[config.mk]
export PLATFORM = sky130hd
export DESIGN_NAME = ccff_bitstream_loader
export DESIGN_NICKNAME = d
export VERILOG_FILES = /design/src/rtl/ccff_loader_pkg.sv /design/src/rtl/ccff_serdes_word.sv /design/src/rtl/ccff_bitstream_loader.sv
export SDC_FILE = /design/constraint.sdc
export NUM_CORES = 1
export LEC_CHECK = 0
export CAP_MARGIN = 20
export CORE_MARGIN = 4
export CORE_UTILIZATION = 55
export DETAILED_ROUTE_END_ITERATION = 8
export GPL_TIMING_DRIVEN = 0
export PLACE_DENSITY = 0.8
export SYNTH_ARGS = -nofsm -noshare
export SYNTH_HDL_FRONTEND = slang
export SYNTH_SLANG_ARGS = --single-unit
[constraint.sdc]
create_clock -name prog_clk -period 6.8 [get_ports prog_clk]
set_clock_uncertainty 0.05 [all_clocks]
set_input_delay 1.36 -clock prog_clk [delete_from_list [all_inputs] [get_ports prog_clk]]
set_output_delay 1.36 -clock prog_clk [all_outputs]
set_load 0.02 [all_outputs]
[src/rtl/ccff_loader_pkg.sv]
// Shared definitions for the configuration-chain bitstream loader:
// the controller state encoding, default parameter values and the
// constant functions that size the counters from CHAIN_LEN and WORD_W.
package ccff_loader_pkg;

    typedef enum logic [2:0] {
        ST_IDLE,
        ST_FETCH,
        ST_SHIFT,
        ST_SETTLE,
        ST_DONE
    } state_t;

    localparam int DEF_WORD_W     = 32;
    localparam int DEF_CHAIN_LEN  = 1024;
    localparam int DEF_SETTLE_CYC = 4;

    // Host words needed to cover the whole chain.
    function automatic int words_needed(input int chain_len, input int word_w);
        return (chain_len + word_w - 1) / word_w;
    endfunction

    // Bits of the final word that actually enter the chain.
    function automatic int last_bits(input int chain_len, input int word_w);
        int rem;
        rem = chain_len % word_w;
        return (rem == 0) ? word_w : rem;
    endfunction

    // Width of a counter that must hold the value n.
    function automatic int cnt_width(input int n);
        return (n < 1) ? 1 : $clog2(n + 1);
    endfunction

    // Width of a bit index into a word_w-bit word.
    function automatic int idx_width(input int word_w);
        return (word_w < 2) ? 1 : $clog2(word_w);
    endfunction

endpackage

[src/rtl/ccff_serdes_word.sv]
// One-word serializer/deserializer pair. The load side presents bit
// i_rd_idx of the latched host word; the capture side writes the bit
// leaving the chain into the readback word at i_cap_idx. o_rb_word is the
// readback word including the bit being captured this cycle, so the
// controller can publish a complete word on the same edge that captures
// its last bit. The readback register clears itself after that last bit,
// which leaves uncaptured high bits of a short final word at 0.
module ccff_serdes_word #(
    parameter int WORD_W = 32,
    parameter int WIDX_W = 5
) (
    input  logic              prog_clk,
    input  logic              pReset,
    input  logic              i_load,
    input  logic [WORD_W-1:0] i_load_data,
    input  logic [WIDX_W-1:0] i_rd_idx,
    output logic              o_head_bit,
    input  logic              i_cap_en,
    input  logic [WIDX_W-1:0] i_cap_idx,
    input  logic              i_cap_bit,
    input  logic              i_cap_last,
    output logic [WORD_W-1:0] o_rb_word
);

    logic [WORD_W-1:0] r_shreg;
    logic [WORD_W-1:0] r_rb_shreg;
    logic [WORD_W-1:0] w_rb_merge;

    // Latch the accepted host word for serialization.
    // NOTE: pure datapath register, always written before it is read, so it
    // carries no reset; only state whose reset value is observable is reset.
    always_ff @(posedge prog_clk) begin
        if (i_load) begin
            r_shreg <= i_load_data;
        end
    end

    assign o_head_bit = r_shreg[i_rd_idx];

    // Merge the bit currently leaving the chain into the readback word.
    // NOTE: default assignment first so no path through the block leaves
    // w_rb_merge unassigned (which would infer a latch).
    always_comb begin
        w_rb_merge = r_rb_shreg;
        if (i_cap_en) begin
            w_rb_merge[i_cap_idx] = i_cap_bit;
        end
    end

    assign o_rb_word = w_rb_merge;

    // Accumulate captured bits; start a fresh word after the last one.
    always_ff @(posedge prog_clk) begin
        if (pReset) begin
            r_rb_shreg <= '0;
        end else if (i_cap_en) begin
            r_rb_shreg <= i_cap_last ? '0 : w_rb_merge;
        end
    end

endmodule

[src/rtl/ccff_bitstream_loader.sv]
// Bitstream loader for the IO tile configuration chain. Accepts host
// words on a valid/ready stream, shifts them LSB-first into ccff_head
// with one shift_en pulse per bit, and returns the previous chain
// contents from ccff_tail as readback words. config_enable and IO_ISOL_N
// bracket the whole load; config_enable is held for SETTLE_CYC cycles
// after the last physical shift before done.
module ccff_bitstream_loader
    import ccff_loader_pkg::*;
#(
    parameter int WORD_W     = DEF_WORD_W,
    parameter int CHAIN_LEN  = DEF_CHAIN_LEN,
    parameter int SETTLE_CYC = DEF_SETTLE_CYC
) (
    input  logic              prog_clk,
    input  logic              pReset,
    input  logic              start,
    input  logic [WORD_W-1:0] s_data,
    input  logic              s_valid,
    output logic              s_ready,
    output logic              ccff_head,
    input  logic              ccff_tail,
    output logic              shift_en,
    output logic              config_enable,
    output logic              IO_ISOL_N,
    output logic [WORD_W-1:0] rb_data,
    output logic              rb_valid,
    output logic              busy,
    output logic              done
);

    localparam int WORDS_NEEDED = words_needed(CHAIN_LEN, WORD_W);
    localparam int LAST_BITS    = last_bits(CHAIN_LEN, WORD_W);
    localparam int CNT_W        = cnt_width(CHAIN_LEN);
    localparam int WIDX_W       = idx_width(WORD_W);
    localparam int WCNT_W       = cnt_width(WORDS_NEEDED);
    localparam int SET_W        = cnt_width(SETTLE_CYC);

    state_t              r_state;
    logic [CNT_W-1:0]    r_bit_cnt;
    logic [WIDX_W-1:0]   r_bit_idx;
    logic [WCNT_W-1:0]   r_word_cnt;
    logic [SET_W-1:0]    r_settle_cnt;
    logic [WIDX_W-1:0]   r_cap_idx;
    logic                r_cap_last;

    logic                r_s_ready;
    logic                r_ccff_head;
    logic                r_shift_en;
    logic                r_config_enable;
    logic                r_io_isol_n;
    logic [WORD_W-1:0]   r_rb_data;
    logic                r_rb_valid;
    logic                r_busy;
    logic                r_done;

    logic                w_handshake;
    logic                w_load;
    logic                w_last_word;
    logic [WIDX_W-1:0]   w_word_top;
    logic                w_word_end;
    logic                w_chain_end;
    logic                w_settle_last;
    logic                w_head_bit;
    logic [WORD_W-1:0]   w_rb_word;

    assign w_handshake   = s_valid & r_s_ready;
    assign w_load        = (r_state == ST_FETCH) && w_handshake;
    // r_word_cnt already counts the word being shifted.
    assign w_last_word   = (r_word_cnt == WCNT_W'(WORDS_NEEDED));
    assign w_word_top    = w_last_word ? WIDX_W'(LAST_BITS - 1) : WIDX_W'(WORD_W - 1);
    assign w_word_end    = (r_bit_idx == w_word_top);
    assign w_chain_end   = (r_bit_cnt == CNT_W'(CHAIN_LEN - 1));
    assign w_settle_last = (SETTLE_CYC == 0) || (r_settle_cnt == SET_W'(SETTLE_CYC - 1));

    ccff_serdes_word #(
        .WORD_W (WORD_W),
        .WIDX_W (WIDX_W)
    ) u_serdes (
        .prog_clk    (prog_clk),
        .pReset      (pReset),
        .i_load      (w_load),
        .i_load_data (s_data),
        .i_rd_idx    (r_bit_idx),
        .o_head_bit  (w_head_bit),
        .i_cap_en    (r_shift_en),
        .i_cap_idx   (r_cap_idx),
        .i_cap_bit   (ccff_tail),
        .i_cap_last  (r_cap_last),
        .o_rb_word   (w_rb_word)
    );

    // Load controller: state, counters and all registered chain/host controls.
    always_ff @(posedge prog_clk) begin
        if (pReset) begin
            r_state         <= ST_IDLE;
            r_bit_cnt       <= '0;
            r_bit_idx       <= '0;
            r_word_cnt      <= '0;
            r_settle_cnt    <= '0;
            r_cap_idx       <= '0;
            r_cap_last      <= 1'b0;
            r_s_ready       <= 1'b0;
            r_ccff_head     <= 1'b0;
            r_shift_en      <= 1'b0;
            r_config_enable <= 1'b0;
            r_io_isol_n     <= 1'b0;
            r_busy          <= 1'b0;
            r_done          <= 1'b0;
        end else begin
            case (r_state)
                ST_IDLE: begin
                    r_shift_en  <= 1'b0;
                    r_ccff_head <= 1'b0;
                    if (start) begin
                        r_state         <= ST_FETCH;
                        r_busy          <= 1'b1;
                        r_config_enable <= 1'b1;
                        r_io_isol_n     <= 1'b0;
                        r_s_ready       <= 1'b1;
                        r_bit_cnt       <= '0;
                        r_word_cnt      <= '0;
                    end else begin
                        r_io_isol_n <= 1'b1;
                    end
                end

                ST_FETCH: begin
                    r_shift_en  <= 1'b0;
                    r_ccff_head <= 1'b0;
                    if (w_handshake) begin
                        r_state    <= ST_SHIFT;
                        r_s_ready  <= 1'b0;
                        r_bit_idx  <= '0;
                        r_word_cnt <= r_word_cnt + 1'b1;
                    end
                end

                ST_SHIFT: begin
                    // Bit leaves on shift_en next cycle; its tail capture
                    // uses the same index one cycle later.
                    r_shift_en  <= 1'b1;
                    r_ccff_head <= w_head_bit;
                    r_cap_idx   <= r_bit_idx;
                    r_cap_last  <= w_word_end | w_chain_end;
                    r_bit_idx   <= r_bit_idx + 1'b1;
                    if (w_chain_end) begin
                        r_state      <= ST_SETTLE;
                        r_settle_cnt <= '0;
                    end else begin
                        r_bit_cnt <= r_bit_cnt + 1'b1;
                        if (w_word_end) begin
                            r_state   <= ST_FETCH;
                            r_s_ready <= 1'b1;
                        end
                    end
                end

                ST_SETTLE: begin
                    r_shift_en  <= 1'b0;
                    r_ccff_head <= 1'b0;
                    // Settling time counts from the first cycle with no shift.
                    if (!r_shift_en) begin
                        if (w_settle_last) begin
                            r_state         <= ST_DONE;
                            r_config_enable <= 1'b0;
                            r_busy          <= 1'b0;
                            r_done          <= 1'b1;
                        end else begin
                            r_settle_cnt <= r_settle_cnt + 1'b1;
                        end
                    end
                end

                ST_DONE: begin
                    r_state     <= ST_IDLE;
                    r_done      <= 1'b0;
                    r_io_isol_n <= 1'b1;
                end

                default: begin
                    r_state <= ST_IDLE;
                end
            endcase
        end
    end

    // Publish a readback word on the edge that captures its last bit.
    always_ff @(posedge prog_clk) begin
        if (pReset) begin
            r_rb_data  <= '0;
            r_rb_valid <= 1'b0;
        end else begin
            r_rb_valid <= 1'b0;
            if (r_shift_en && r_cap_last) begin
                r_rb_data  <= w_rb_word;
                r_rb_valid <= 1'b1;
            end
        end
    end

    assign s_ready       = r_s_ready;
    assign ccff_head     = r_ccff_head;
    assign shift_en      = r_shift_en;
    assign config_enable = r_config_enable;
    assign IO_ISOL_N     = r_io_isol_n;
    assign rb_data       = r_rb_data;
    assign rb_valid      = r_rb_valid;
    assign busy          = r_busy;
    assign done          = r_done;

endmodule

* After elaboration in Yosys (flattened, before gate mapping)
Index checks and enable logic that the tools add are counted.
Word-level totals: bits in registers 131, bits of input ports 37, logic and storage cells 99
Cells by class: $add $sub $neg 3, magnitude comparators 3, eq/ne operators 16, mux-type cells 39, bitwise gates (word level) 2, reduce and logical (&&, ||, !) cells 20
Operators by type and width (number):
- $mux 32 | 2
- $bwmux 32 | 1
- $mux 3 | 9
- $mux 11 | 2
- $pmux 11 s2 | 1
- $ne 2x2->1 const B | 8
- $reduce_bool 2->1 | 7
- $lt 5x6->1 const B | 2
- $mux 1 | 12
- $pmux 3 s4 | 1
- $add 11x1->11 const B | 1
- $eq 11x10->1 const B | 1
- $pmux 1 s2 | 5
- $pmux 5 s2 | 1
- $reduce_and 5->1 | 2
- $eq 3x2->1 const B | 3
- $reduce_and 4->1 | 2
- $pmux 3 s2 | 1
- $reduce_and 3->1 | 2
- $add 5x1->5 const B | 1
- $bmux 1 s5 | 1
- $demux 1 s5 | 1
- $eq 5x5->1 const B | 1
- $ge 5x1->1 const B | 1
- 13 further kinds | 15

* Depth between registers and ports, before layout
depth after elaboration 7, mapped depth 7, gate-level depth less buffers 7

* Cells and area by module
From an unflattened synthesis, not the netlist that was laid out.
Second synthesis, totals: cell total of the unflattened synthesis 644, area, all modules 6023.3 µm²
Modules (own cells, without submodules):
- ccff_serdes_word | instances 1, cells each 296, area each 3166.8 µm², seq. area each 1601.5 µm²
- ccff_bitstream_loader | instances 1, cells each 348, area each 2856.5 µm², seq. area each 1341.3 µm²

* Least setup slack after synthesis
OpenSTA, ideal clock, no wires.
path kind input port to flip-flop, start in s_valid, end reg r_bit_idx[2], library setup time 0.132 ns, arrival time 2.871 ns, required time 6.618 ns, slack 3.746 ns, stages 6, buffers on the path 0, path through nand3_1 > or3_1 > inv_1 > nor2_1 > o21ai_0 > a21oi_1
On the way: cells in the longest elaborated chain, start to end 3
Ends and longest elaborated chain:
- start, declared | line ccff_bitstream_loader.sv:18 | input logic s_valid,
- $and 1x1->1 | line ccff_bitstream_loader.sv:66 | assign w_handshake = s_valid & r_s_ready;
- $ne 2x2->1 (no line)
- $reduce_and 2->1 (no line)
- end signal, assigned | line ccff_bitstream_loader.sv:145 | r_bit_idx <= r_bit_idx + 1'b1;
- end, declared | line ccff_bitstream_loader.sv:40 | logic [WIDX_W-1:0] r_bit_idx;
No other way between the ends. A chain may end at the register's enable or synchronous reset.

==> impl_metrics.env <==
export IMPL_run_status="finished, final reports clean"
export IMPL_grt_pass1_wl_mm=21.62
export IMPL_worstMarginPinSlew_ns=0.6746
export IMPL_die_h_um=109.1
export IMPL_gr_total_overflow=0
export IMPL_antenna_found_initial=0
export IMPL_critPathCapture="config_enable"
export IMPL_ir_drop_mv=0.2131
export IMPL_drc=0
export IMPL_crit_type="reg2out"
export IMPL_vias_per_cell=5.818
export IMPL_placed_area_um2=6578
export IMPL_r2r_end="ccff_head"
export IMPL_rsz0062_at_grt="no"
export IMPL_core_area_um2=9864
export IMPL_clock_root_buffer="clkbuf_8"
export IMPL_tns_ns=0
export IMPL_cts_buffers=17
export IMPL_cts_setup_buffers=0
export IMPL_r2r_cells=6
export IMPL_ys_seq_elements=131
export IMPL_drtPass1Iterations=5
export IMPL_postCtsHoldBufs=0
export IMPL_ys_seq_area_share_pct=52.34
export IMPL_slew_violations=0
export IMPL_yosysWarnings=0
export IMPL_portBuffers=76
export IMPL_postSynthCellCount=558
export IMPL_nFillCells=694
export IMPL_leakage_nw=2.391
export IMPL_cts_resized=0
export IMPL_cts_sinks=131
export IMPL_synth_cell_type_count=50
export IMPL_cp_start_kind="register"
export IMPL_route_met3_wl_um=838
export IMPL_arrival_ns=1.61
export IMPL_max_freq_mhz=331.0
export IMPL_wl_met2_mm=6.485
export IMPL_synth_nets=600
export IMPL_finalCritPeriodShare_pct=44.42
export IMPL_initial_utilization_pct=57.00
export IMPL_whs_ns=0.4198
export IMPL_rrSetupSlack_ns=4.73
export IMPL_hold_path_class="reg2reg"
export IMPL_m1WireLength_mm=5.681
export IMPL_clk_path_buf_depth=2
export IMPL_finalWirelength_mm=13.31
export IMPL_highest_layer="met4"
export IMPL_vias=4654
export IMPL_gp_congestion=0.8038
export IMPL_cts_tree="yes"
export IMPL_fin_nets=696
export IMPL_ant_nets=0
export IMPL_die_w_um=109.1
export IMPL_die_area_um2=11910
export IMPL_wl_per_cell_um=16.64
export IMPL_power_per_cell_area_nw_per_um2=238.1
export IMPL_path_cells="buf_4, clkdlybuf4s50_1"
export IMPL_slew_headroom_pct=54.93
export IMPL_r2r_start="r_bit_idx[1]"
export IMPL_synth_edff_count=32
export IMPL_io_pins=77
export IMPL_num_rows=36
export IMPL_clk_pin_slew_ns=0.06
export IMPL_synthFlopType="dfxtp_1"
export IMPL_dpl_hpwl_mm=9.083
export IMPL_syn_area_um2=5623
export IMPL_hold_viol_final=0
export IMPL_synth_async_reset_ratio_pct=0
export IMPL_required_ns=5.39
export IMPL_ctsHtreeMaxLevel=4
export IMPL_min_period_ns=3.021
export IMPL_n_antenna_cell=0
export IMPL_area_growth_pct=26.12
export IMPL_setup_viol=0
export IMPL_initialDrtViolationCount=346
export IMPL_setup_worst_path_start="busy"
export IMPL_syn_avg_cell_area_um2=10.08
export IMPL_grtUsageTotal_pct=23.79
export IMPL_first_global_vias=4425
export IMPL_design_area_um2=7092
export IMPL_final_common_cell="nor2_1"
export IMPL_finish_utilization_pct=71.89
export IMPL_final_cell_mix="nor2_1, dfxtp_1, clkdlybuf4s50_1"
export IMPL_crit_path_end_kind="primary output"
export IMPL_worstPathMaxFanout=4
export IMPL_clk_latency_ns=0.52
export IMPL_cp_slowest_cell="clkdlybuf4s50_1"
export IMPL_grt_max_degree=29
export IMPL_layout_drive_gt1_share_pct=8.546
export IMPL_cp_slowest_stage_delay_ns=0.59
export IMPL_maxCapViolCount=0
-- per-stage QoR --
step	total power, mW	setup WS (ns)	instances
3_5_place_dp	0.9078	3.371	768
6_report	1.689	3.779	800
3_3_place_gp	0.9045	2.888	767
2_1_floorplan	0.8669	3.746	558
5_1_grt	1.739	3.705	800
4_1_cts	1.695	3.760	800
-- worst min-delay path by stage --
stage | to | depth (start not counted) | slack, ns | start
CTS | IO_ISOL_N | 2 | 0.43 | IO_ISOL_N
detailed placement | IO_ISOL_N | 2 | 0.42 | IO_ISOL_N
global route | u_serdes.r_rb_shreg[28] | 2 | 0.45 | u_serdes.r_rb_shreg[28]
floorplan | r_settle_cnt[2] | 2 | 0.40 | r_settle_cnt[2]
global placement | IO_ISOL_N | 2 | 0.40 | IO_ISOL_N
finish | IO_ISOL_N | 2 | 0.42 | IO_ISOL_N
-- registers in the layout (all words and copies together) (netlist names), 3 cells and up --
register and cells:
u_serdes.r_shreg 32, rb_data 32, r_state 3, u_serdes.r_rb_shreg 32, r_bit_cnt 11, r_settle_cnt 3
r_cap_idx 5, r_bit_idx 5
-- cell families (layout without fill, tap and decap cells) --
family                     after synthesis  in the layout  synth area share (%)
DFF                                    131            131                 52.34
buffers and inverters                   51            160                 3.649
muxes                                   43             43                 9.257
xor gates and xnor gates                 8              8                 1.246
AOI/OAI and AO/OA                      111            111                 14.53
adders and majority gates                5              5                 1.113
and+or+nand+nor                        209            209                 17.87
-- power breakdown --
part	leakage, nW	switching (mW)	internal (mW)
sequential	1.09	0.00396	0.806
clock	0.256	0.323	0.473
combinational	1.05	0.0445	0.0386
-- cell usage after synthesis, types with 2 or more instances --
cell	instances	area, um^2
a211oi_1	40	300.3
or3_1	4	25.02
mux2i_1	34	340.3
nand2_1	40	150.1
mux2_2	2	22.52
ha_1	5	62.56
a2111oi_0	2	17.52
nor2b_1	2	12.51
nand2b_1	3	18.77
inv_1	8	30.03
buf_1	7	26.28
and2_1	3	18.77
nor3_1	8	40.04
nor3b_1	5	37.54
or2_2	3	18.77
nand3b_1	8	60.06
dfxtp_1	99	1982
buf_2	5	25.02
buf_4	2	15.01
nor2_1	105	394.1
and3b_1	2	17.52
edfxtp_1	32	960.9
a31oi_1	2	12.51
mux4_2	7	157.7
xnor2_1	8	70.07
and3_1	2	12.51
nand3_1	11	55.05
a21oi_1	18	90.09
nand4_1	3	18.77
a2bb2oi_1	32	280.3
clkbuf_1	29	108.9
o21ai_0	9	45.04
-- final cells by class --
type / count / area (um^2) / area share (%)
tap: 133 / 166.4 / 2.347
buffer: 43 / 175.2 / 2.470
clock inverter: 14 / 96.34 / 1.359
timing repair buffer: 77 / 788.3 / 11.12
inverter: 8 / 30.03 / 0.4234
clock buffer: 18 / 417.9 / 5.893
sequential: 131 / 2943 / 41.50
multi-input combinational: 376 / 2475 / 34.90
-- worst max-delay path, delay by kind of cell (launching register included) --
family   cells  cell delay (ns)
flops        1             0.38
buf+inv      2             0.71
-- metal layers --
layer,track usage (%),vias up
met5,0,-
met1,30.76,2237
met4,11.00,0
li1,-,2213
met3,6.157,32
met2,37.41,172
No activity file was read; power rests on OpenSTA's default activity.
